### config.mk
export PLATFORM = sky130hd
export DESIGN_NAME = spi_slave
export DESIGN_NICKNAME = d
export VERILOG_FILES = /design/src/rtl/spi_slave_pkg.sv /design/src/rtl/spi_slave_sync.sv /design/src/rtl/spi_slave.sv
export SDC_FILE = /design/constraint.sdc
export NUM_CORES = 1
export LEC_CHECK = 0
export BUFFER_PORTS_ARGS = -buffer_cell sky130_fd_sc_hd__buf_4
export CELL_PAD_IN_SITES_DETAIL_PLACEMENT = 1
export CELL_PAD_IN_SITES_GLOBAL_PLACEMENT = 2
export CORE_MARGIN = 10
export CORE_UTILIZATION = 30
export CTS_CLUSTER_SIZE = 25
export DETAILED_ROUTE_END_ITERATION = 12
export GPL_TIMING_DRIVEN = 0
export PLACE_DENSITY = 0.87
export SLEW_MARGIN = 5
export SYNTH_ARGS = -nofsm -noshare
export SYNTH_HDL_FRONTEND = slang
export SYNTH_HIERARCHICAL = 1
export SYNTH_SLANG_ARGS = --single-unit
### constraint.sdc
create_clock -name clk -period 3.3 [get_ports clk]
set_clock_uncertainty 0.05 [all_clocks]
set_input_delay 0.99 -clock clk [delete_from_list [all_inputs] [get_ports clk]]
set_output_delay 0.99 -clock clk [all_outputs]
set_load 0.02 [all_outputs]
### src/rtl/spi_slave_pkg.sv
// Shared definitions for the SPI slave: register map, bit positions,
// FSM encoding and the fill byte sent when no TX data is queued.
package spi_slave_pkg;

  localparam int DATA_W = 8;

  localparam logic [7:0] OFF_CTRL    = 8'h00;
  localparam logic [7:0] OFF_STATUS  = 8'h04;
  localparam logic [7:0] OFF_TX_DATA = 8'h08;
  localparam logic [7:0] OFF_RX_DATA = 8'h0C;

  localparam int CTRL_EN     = 0;
  localparam int CTRL_IRQ_EN = 1;

  localparam int STAT_BUSY        = 0;
  localparam int STAT_RX_VALID    = 1;
  localparam int STAT_TX_EMPTY    = 2;
  localparam int STAT_RX_OVERRUN  = 3;
  localparam int STAT_TX_UNDERRUN = 4;

  localparam logic [DATA_W-1:0] FILL_BYTE = 8'hFF;

  typedef enum logic [1:0] {
    S_IDLE  = 2'd0,
    S_LOAD  = 2'd1,
    S_SHIFT = 2'd2
  } state_t;

endpackage

### src/rtl/spi_slave_sync.sv
// Two-flop synchronizer with an extra delay flop, giving the synced level
// and single-cycle rise/fall pulses in the clk domain.
module spi_slave_sync #(
  parameter logic INIT = 1'b0
) (
  input  logic clk,
  input  logic rst_n,
  input  logic din,
  output logic level,
  output logic rise,
  output logic fall
);

  logic sync_p0;
  logic sync_p1;
  logic dly_p2;

  // Resynchronize the pin, then keep one older sample for edge detection
  always_ff @(posedge clk or negedge rst_n) begin
    if (!rst_n) begin
      sync_p0 <= INIT;
      sync_p1 <= INIT;
      dly_p2  <= INIT;
    end else begin
      sync_p0 <= din;
      sync_p1 <= sync_p0;
      dly_p2  <= sync_p1;
    end
  end

  assign level = sync_p1;
  assign rise  = sync_p1 & ~dly_p2;
  assign fall  = ~sync_p1 & dly_p2;

endmodule

### src/rtl/spi_slave.sv
// Memory-mapped Mode-0 SPI slave with one TX and one RX holding byte,
// underrun/overrun flags and a level interrupt. All SPI pins are
// resampled into clk and every shift happens in the clk domain.
module spi_slave
  import spi_slave_pkg::*;
#(
  parameter logic [31:0] SPI_SLAVE_BASE_ADDR = 32'h40006000
) (
  input  logic        clk,
  input  logic        rst_n,
  input  logic [31:0] mem_addr,
  input  logic [31:0] mem_wdata,
  input  logic        mem_we,
  input  logic        mem_re,
  output logic [31:0] mem_rdata,
  input  logic        spi_cs_n,
  input  logic        spi_sclk,
  input  logic        spi_mosi,
  output logic        spi_miso,
  output logic        spi_miso_oe,
  output logic        irq
);

  logic cs_level, cs_rise, cs_fall;
  logic sclk_level, sclk_rise, sclk_fall;
  logic mosi_p0, mosi_p1;

  logic                en, irq_en;
  logic [DATA_W-1:0]   tx_hold, rx_hold;
  logic                tx_empty, rx_valid, rx_overrun, tx_underrun;

  state_t              state;
  logic [2:0]          bit_cnt;
  logic [DATA_W-1:0]   tx_shift, rx_shift;

  logic                sel, wr_ctrl, wr_status, wr_tx, rd_rx;
  logic [DATA_W-1:0]   reload_byte, rx_byte;
  logic                reload_evt, byte_done;
  logic                unused_bits;

  spi_slave_sync #(.INIT(1'b1)) u_cs_sync (
    .clk   (clk),
    .rst_n (rst_n),
    .din   (spi_cs_n),
    .level (cs_level),
    .rise  (cs_rise),
    .fall  (cs_fall)
  );

  spi_slave_sync #(.INIT(1'b0)) u_sclk_sync (
    .clk   (clk),
    .rst_n (rst_n),
    .din   (spi_sclk),
    .level (sclk_level),
    .rise  (sclk_rise),
    .fall  (sclk_fall)
  );

  // MOSI only needs its level; same depth as SCLK so data and edge line up
  always_ff @(posedge clk or negedge rst_n) begin
    if (!rst_n) begin
      mosi_p0 <= 1'b0;
      mosi_p1 <= 1'b0;
    end else begin
      mosi_p0 <= spi_mosi;
      mosi_p1 <= mosi_p0;
    end
  end

  assign sel       = (mem_addr[31:8] == SPI_SLAVE_BASE_ADDR[31:8]);
  assign wr_ctrl   = sel & mem_we & (mem_addr[7:0] == OFF_CTRL);
  assign wr_status = sel & mem_we & (mem_addr[7:0] == OFF_STATUS);
  assign wr_tx     = sel & mem_we & (mem_addr[7:0] == OFF_TX_DATA);
  assign rd_rx     = sel & mem_re & (mem_addr[7:0] == OFF_RX_DATA);

  // Shift-side events, shared by the FSM and the register block
  always_comb begin
    reload_byte = tx_empty ? FILL_BYTE : tx_hold;
    rx_byte     = {rx_shift[DATA_W-2:0], mosi_p1};
    reload_evt  = 1'b0;
    byte_done   = 1'b0;
    if (en && !cs_rise) begin
      reload_evt = (state == S_LOAD) ||
                   ((state == S_SHIFT) && sclk_fall && (bit_cnt == 3'd0));
      byte_done  = (state == S_SHIFT) && sclk_rise && (bit_cnt == 3'd7);
    end
  end

  // Frame FSM: load, shift out on SCLK fall, sample in on SCLK rise
  always_ff @(posedge clk or negedge rst_n) begin
    if (!rst_n) begin
      state       <= S_IDLE;
      bit_cnt     <= 3'd0;
      tx_shift    <= '0;
      rx_shift    <= '0;
      spi_miso    <= 1'b0;
      spi_miso_oe <= 1'b0;
    end else if (!en || cs_rise) begin
      state       <= S_IDLE;
      bit_cnt     <= 3'd0;
      spi_miso    <= 1'b0;
      spi_miso_oe <= 1'b0;
    end else begin
      case (state)
        S_IDLE: begin
          bit_cnt     <= 3'd0;
          spi_miso    <= 1'b0;
          spi_miso_oe <= 1'b0;
          if (cs_fall) state <= S_LOAD;
        end
        S_LOAD: begin
          tx_shift    <= reload_byte;
          spi_miso    <= reload_byte[DATA_W-1];
          spi_miso_oe <= 1'b1;
          state       <= S_SHIFT;
        end
        S_SHIFT: begin
          if (sclk_rise) begin
            rx_shift <= rx_byte;
            bit_cnt  <= bit_cnt + 3'd1;
          end else if (sclk_fall) begin
            if (bit_cnt != 3'd0) begin
              tx_shift <= {tx_shift[DATA_W-2:0], 1'b0};
              spi_miso <= tx_shift[DATA_W-2];
            end else begin
              tx_shift <= reload_byte;
              spi_miso <= reload_byte[DATA_W-1];
            end
          end
        end
        default: state <= S_IDLE;
      endcase
    end
  end

  // Control register, holding bytes and sticky flags
  always_ff @(posedge clk or negedge rst_n) begin
    if (!rst_n) begin
      en          <= 1'b0;
      irq_en      <= 1'b0;
      tx_hold     <= '0;
      tx_empty    <= 1'b1;
      rx_hold     <= '0;
      rx_valid    <= 1'b0;
      rx_overrun  <= 1'b0;
      tx_underrun <= 1'b0;
    end else begin
      if (wr_ctrl) begin
        en     <= mem_wdata[CTRL_EN];
        irq_en <= mem_wdata[CTRL_IRQ_EN];
      end
      // A write landing on a reload cycle wins: the reload already used the old byte
      if (wr_tx) begin
        tx_hold  <= mem_wdata[DATA_W-1:0];
        tx_empty <= 1'b0;
      end else if (reload_evt) begin
        tx_empty <= 1'b1;
      end
      if (reload_evt && tx_empty)                        tx_underrun <= 1'b1;
      else if (wr_status && mem_wdata[STAT_TX_UNDERRUN]) tx_underrun <= 1'b0;
      // A read in the same cycle as completion frees the slot for the new byte
      if (byte_done && (!rx_valid || rd_rx)) begin
        rx_hold  <= rx_byte;
        rx_valid <= 1'b1;
      end else if (rd_rx) begin
        rx_valid <= 1'b0;
      end
      if (byte_done && rx_valid && !rd_rx)              rx_overrun <= 1'b1;
      else if (wr_status && mem_wdata[STAT_RX_OVERRUN]) rx_overrun <= 1'b0;
    end
  end

  // Registered interrupt level
  always_ff @(posedge clk or negedge rst_n) begin
    if (!rst_n) irq <= 1'b0;
    else        irq <= irq_en & (rx_valid | rx_overrun | tx_underrun);
  end

  // Combinational read mux
  always_comb begin
    mem_rdata = '0;
    if (sel && mem_re) begin
      case (mem_addr[7:0])
        OFF_CTRL: begin
          mem_rdata[CTRL_EN]     = en;
          mem_rdata[CTRL_IRQ_EN] = irq_en;
        end
        OFF_STATUS: begin
          mem_rdata[STAT_BUSY]        = ~cs_level;
          mem_rdata[STAT_RX_VALID]    = rx_valid;
          mem_rdata[STAT_TX_EMPTY]    = tx_empty;
          mem_rdata[STAT_RX_OVERRUN]  = rx_overrun;
          mem_rdata[STAT_TX_UNDERRUN] = tx_underrun;
        end
        OFF_RX_DATA: mem_rdata[DATA_W-1:0] = rx_hold;
        default:     mem_rdata = '0;
      endcase
    end
  end

  assign unused_bits = ^{mem_wdata[31:8], sclk_level};

endmodule

==> impl_metrics.csv <==
group,metric,value,unit
route,drtPass1Iterations,4,
worst_setup_path,cp-end-kind,"primary output",
cts,clock_latency,0.31,ns
cts,clock_path_buffers,2,
worst_setup_path,cp_max_fo,5,
worst_setup_path,cp_slowest_stage_delay,0.28,ns
floorplanning,start_util,31.0,%
grt,antenna_found_initial,0,
yosys,synth.area.top_cells,"dfrtp_1 (39%), buf_4 (5.9%), mux2_2 (4.4%)",
final_layout,syn_to_final_growth,30.9,%
cts,numCtsBuffers,5,
yosys,syn-cell-area,3040,um2
cts,h-tree-depth,2,
yosys,yosys_register_bits,52,
min_path,min_path_cells,0,
final_layout,post-route-util,40.6,%
final_layout,nets,469,
placement,dp_hpwl,6380,um
yosys,yosysWarningCount,6,
worst_setup_path,cp_common_cell,"buf_4",
final_layout,nFillCells,1163,
yosys,yosysUniqueCellTypes,46,
floorplanning,die_w,121,um
sta,report.final.slew_viol_count,0,
worst_setup_path,reg2reg_depth,8,
worst_setup_path,worst-setup-path-type,"primary input to primary output",
flow_run,drv_cap,0,
sta,fin_ws,0.0540,ns
final_layout,final_common_cell,"buf_4",
cts,clockRootBuffer,"clkbuf_8",
sta,period_share,98.4,%
sta,slew_headroom,55.8,%
floorplanning,fp.dieArea,14600,um2
worst_setup_path,crit_slowest_cell,"nor4b_4",
route,vias_per_cell,4.81,
route,wl_per_cell,16.2,um
yosys,syn_inst,299,
worst_setup_path,critPathRequiredTime,2.26,ns
final_layout,drive_gt1_share,37.9,%
grt,use_met1,14.9,%
grt,grt-ovfl-total,0,
final_layout,layout_common_cells,"buf_4 (83), dfrtp_1 (48), nand2_1 (30)",
grt,grt_max_degree,53,
worst_setup_path,cp.depth,6,
grt,grtUsageTotal,11.6,%
placement,portBuffers,57,
final_layout,seqCellArea,1310,um2
final_layout,diodes,0,
yosys,yosys.area.top_type,"dfrtp_1",
route,drcViolationCount,0,
placement,dp_slack,-0.431,ns
route,drtIter0Drc,111,
yosys,synth-edff-count,0,
cts,cts_tree,"yes",
yosys,synth_area_per_cell,10.2,um2
power_and_ir_drop,leakage,0.00189,uW
floorplanning,core_area,9820,um2
sta,fin_crit,3.25,ns
yosys,seq_area_frac_synth,42.9,%
floorplanning,ioPinCount,106,
worst_setup_path,crit_path_start_kind,"primary input",
floorplanning,rows,36,
grt,met2_usage,19.2,%
sta,tns,0,ns
min_path,hold_class,"flip-flop to flip-flop",
grt,met3_usage,3.12,%
floorplanning,die-height,121,um
worst_setup_path,cp_num_buf_inv,3,
worst_setup_path,arrival,2.21,ns
final_layout,multi_input_area,1620,um2
worst_setup_path,cp_top_family,"simple AND/OR/NAND/NOR gates",
grt,top_usage_layer,"met2",
grt,grt_first_pass_wirelength,14100,um
cts,path_clk_slew,0.09,ns
run_status,status,"complete, no violations",
yosys,synth_ff_type,"dfrtp_1",
power_and_ir_drop,power,1180,uW
yosys,yosysTopAreaCellShare,39.5,%
route,via_count,2523,
cts,clkSinkCount,52,
sta,max_freq,0.308,GHz
grt,grt_pass1_vias,2707,
sta,setup_viol,0,
sta,worst_pin_slew,0.662,ns
power_and_ir_drop,power_per_cell_area,296,nW/um2
route,drtAntennaViolNets,0,
power_and_ir_drop,vdd_drop_max,0.153,mV
worst_setup_path,cp_cell_sequence,"buf_4, nor4b_4, nand4_2, buf_8, nor4_2, buf_4",
placement,gp_congestion,0.763,
yosys,async_flop_share,100,%
route,drt_wl_total,8490,um
sta,finalHoldViolCount,0,
## what timing repair did
action,in CTS,in global routing
pin swaps,2,9
resized for setup,11,13
hold buffers,0,0
buffers inserted,2,4
setup endpoints to repair,8,8
## per-stage QoR
stage,instance area (um2),hold WS (ns),instances
2_1_floorplan,3130,0.281,322
3_3_place_gp,3720,0.282,512
3_5_place_dp,3720,0.286,512
4_1_cts,3890,0.310,520
5_1_grt,3980,0.320,524
6_report,3980,0.307,524
## worst register-to-register path: stages, from the launching register on
cell	delay [ns]
dfrtp_1	0.42
inv_1	0.12
ha_1	0.15
clkbuf_1	0.31
and4b_1	0.25
buf_2	0.18
nand2_1	0.23
or4_1	0.58
o211ai_1	0.11
## synthesized netlist by cell type, types with 3 or more instances
master    count
ha_1          8
or4_1        10
nand2_1      30
and3_1        4
o21ai_0       3
buf_4        24
o211ai_1      9
nor4_1        8
o31ai_1       8
nand2b_1      4
inv_1        17
mux2i_1       6
nand4_1       4
nand4b_1      9
mux2_4        8
nor2b_1       4
a21oi_1       4
clkbuf_1     13
dfrtp_1      48
o221a_2       8
nor2_1       17
nor4_2        3
nor3_1        6
dfstp_2       4
mux2_2       12
and2_1        4
## logic make-up after synthesis
family	count (synthesis)	synth area share [%]
AND/OR/NAND/NOR	112	21.8
buffers and inverters	56	10.2
flip-flops	52	42.9
AO/OA/AOI/OAI	44	11.4
multiplexers	26	10.4
adder cells (fa/ha/maj)	8	3.29
other	1	0.123
## worst paths after layout
| kind | start | slack, ns | endpoint |
|---|---|---|---|
| max in group asynchronous | rst_n | 2.10 | rx_shift[5] |
| setup reg to reg | state[0] | 0.82 | rx_hold[0] |
| hold reg to reg | u_sclk_sync/sync_p0 | 0.31 | u_sclk_sync/level |
| hold / removal | u_sclk_sync/sync_p0 | 0.31 | u_sclk_sync/level |
| min in group asynchronous | rst_n | 0.65 | tx_shift[1] |
| setup / recovery | mem_addr[25] | 0.05 | mem_rdata[7] |
## power by group
group / internal (uW) / switching (uW)
clock network: 157 / 231
registers: 643 / 2.61
logic: 70.5 / 76.7
## per-layer routing
layer  up-vias  wire length (um)
met5         -                 0
li1       1220                 -
met4         0                53
met1      1236              3920
met2        63              4070
met3         4               445
## registers in the layout, indices dropped and copies added (netlist names), 2 cells and up
name and count:
bit_cnt 3, state 2, rx_shift 7, rx_hold 8, tx_shift 7, tx_hold 8
## area by class of cell
| type | instances | area share (%) |
|---|---|---|
| Multi-Input combinational cell | 214 | 40.5 |
| Timing Repair Buffer | 63 | 12.2 |
| Clock inverter | 3 | 0.660 |
| Buffer | 37 | 6.25 |
| Inverter | 17 | 1.60 |
| Clock buffer | 5 | 1.73 |
| Sequential cell | 52 | 32.8 |
| Tap cell | 133 | 4.18 |
(Power assumes the default switching activity.)
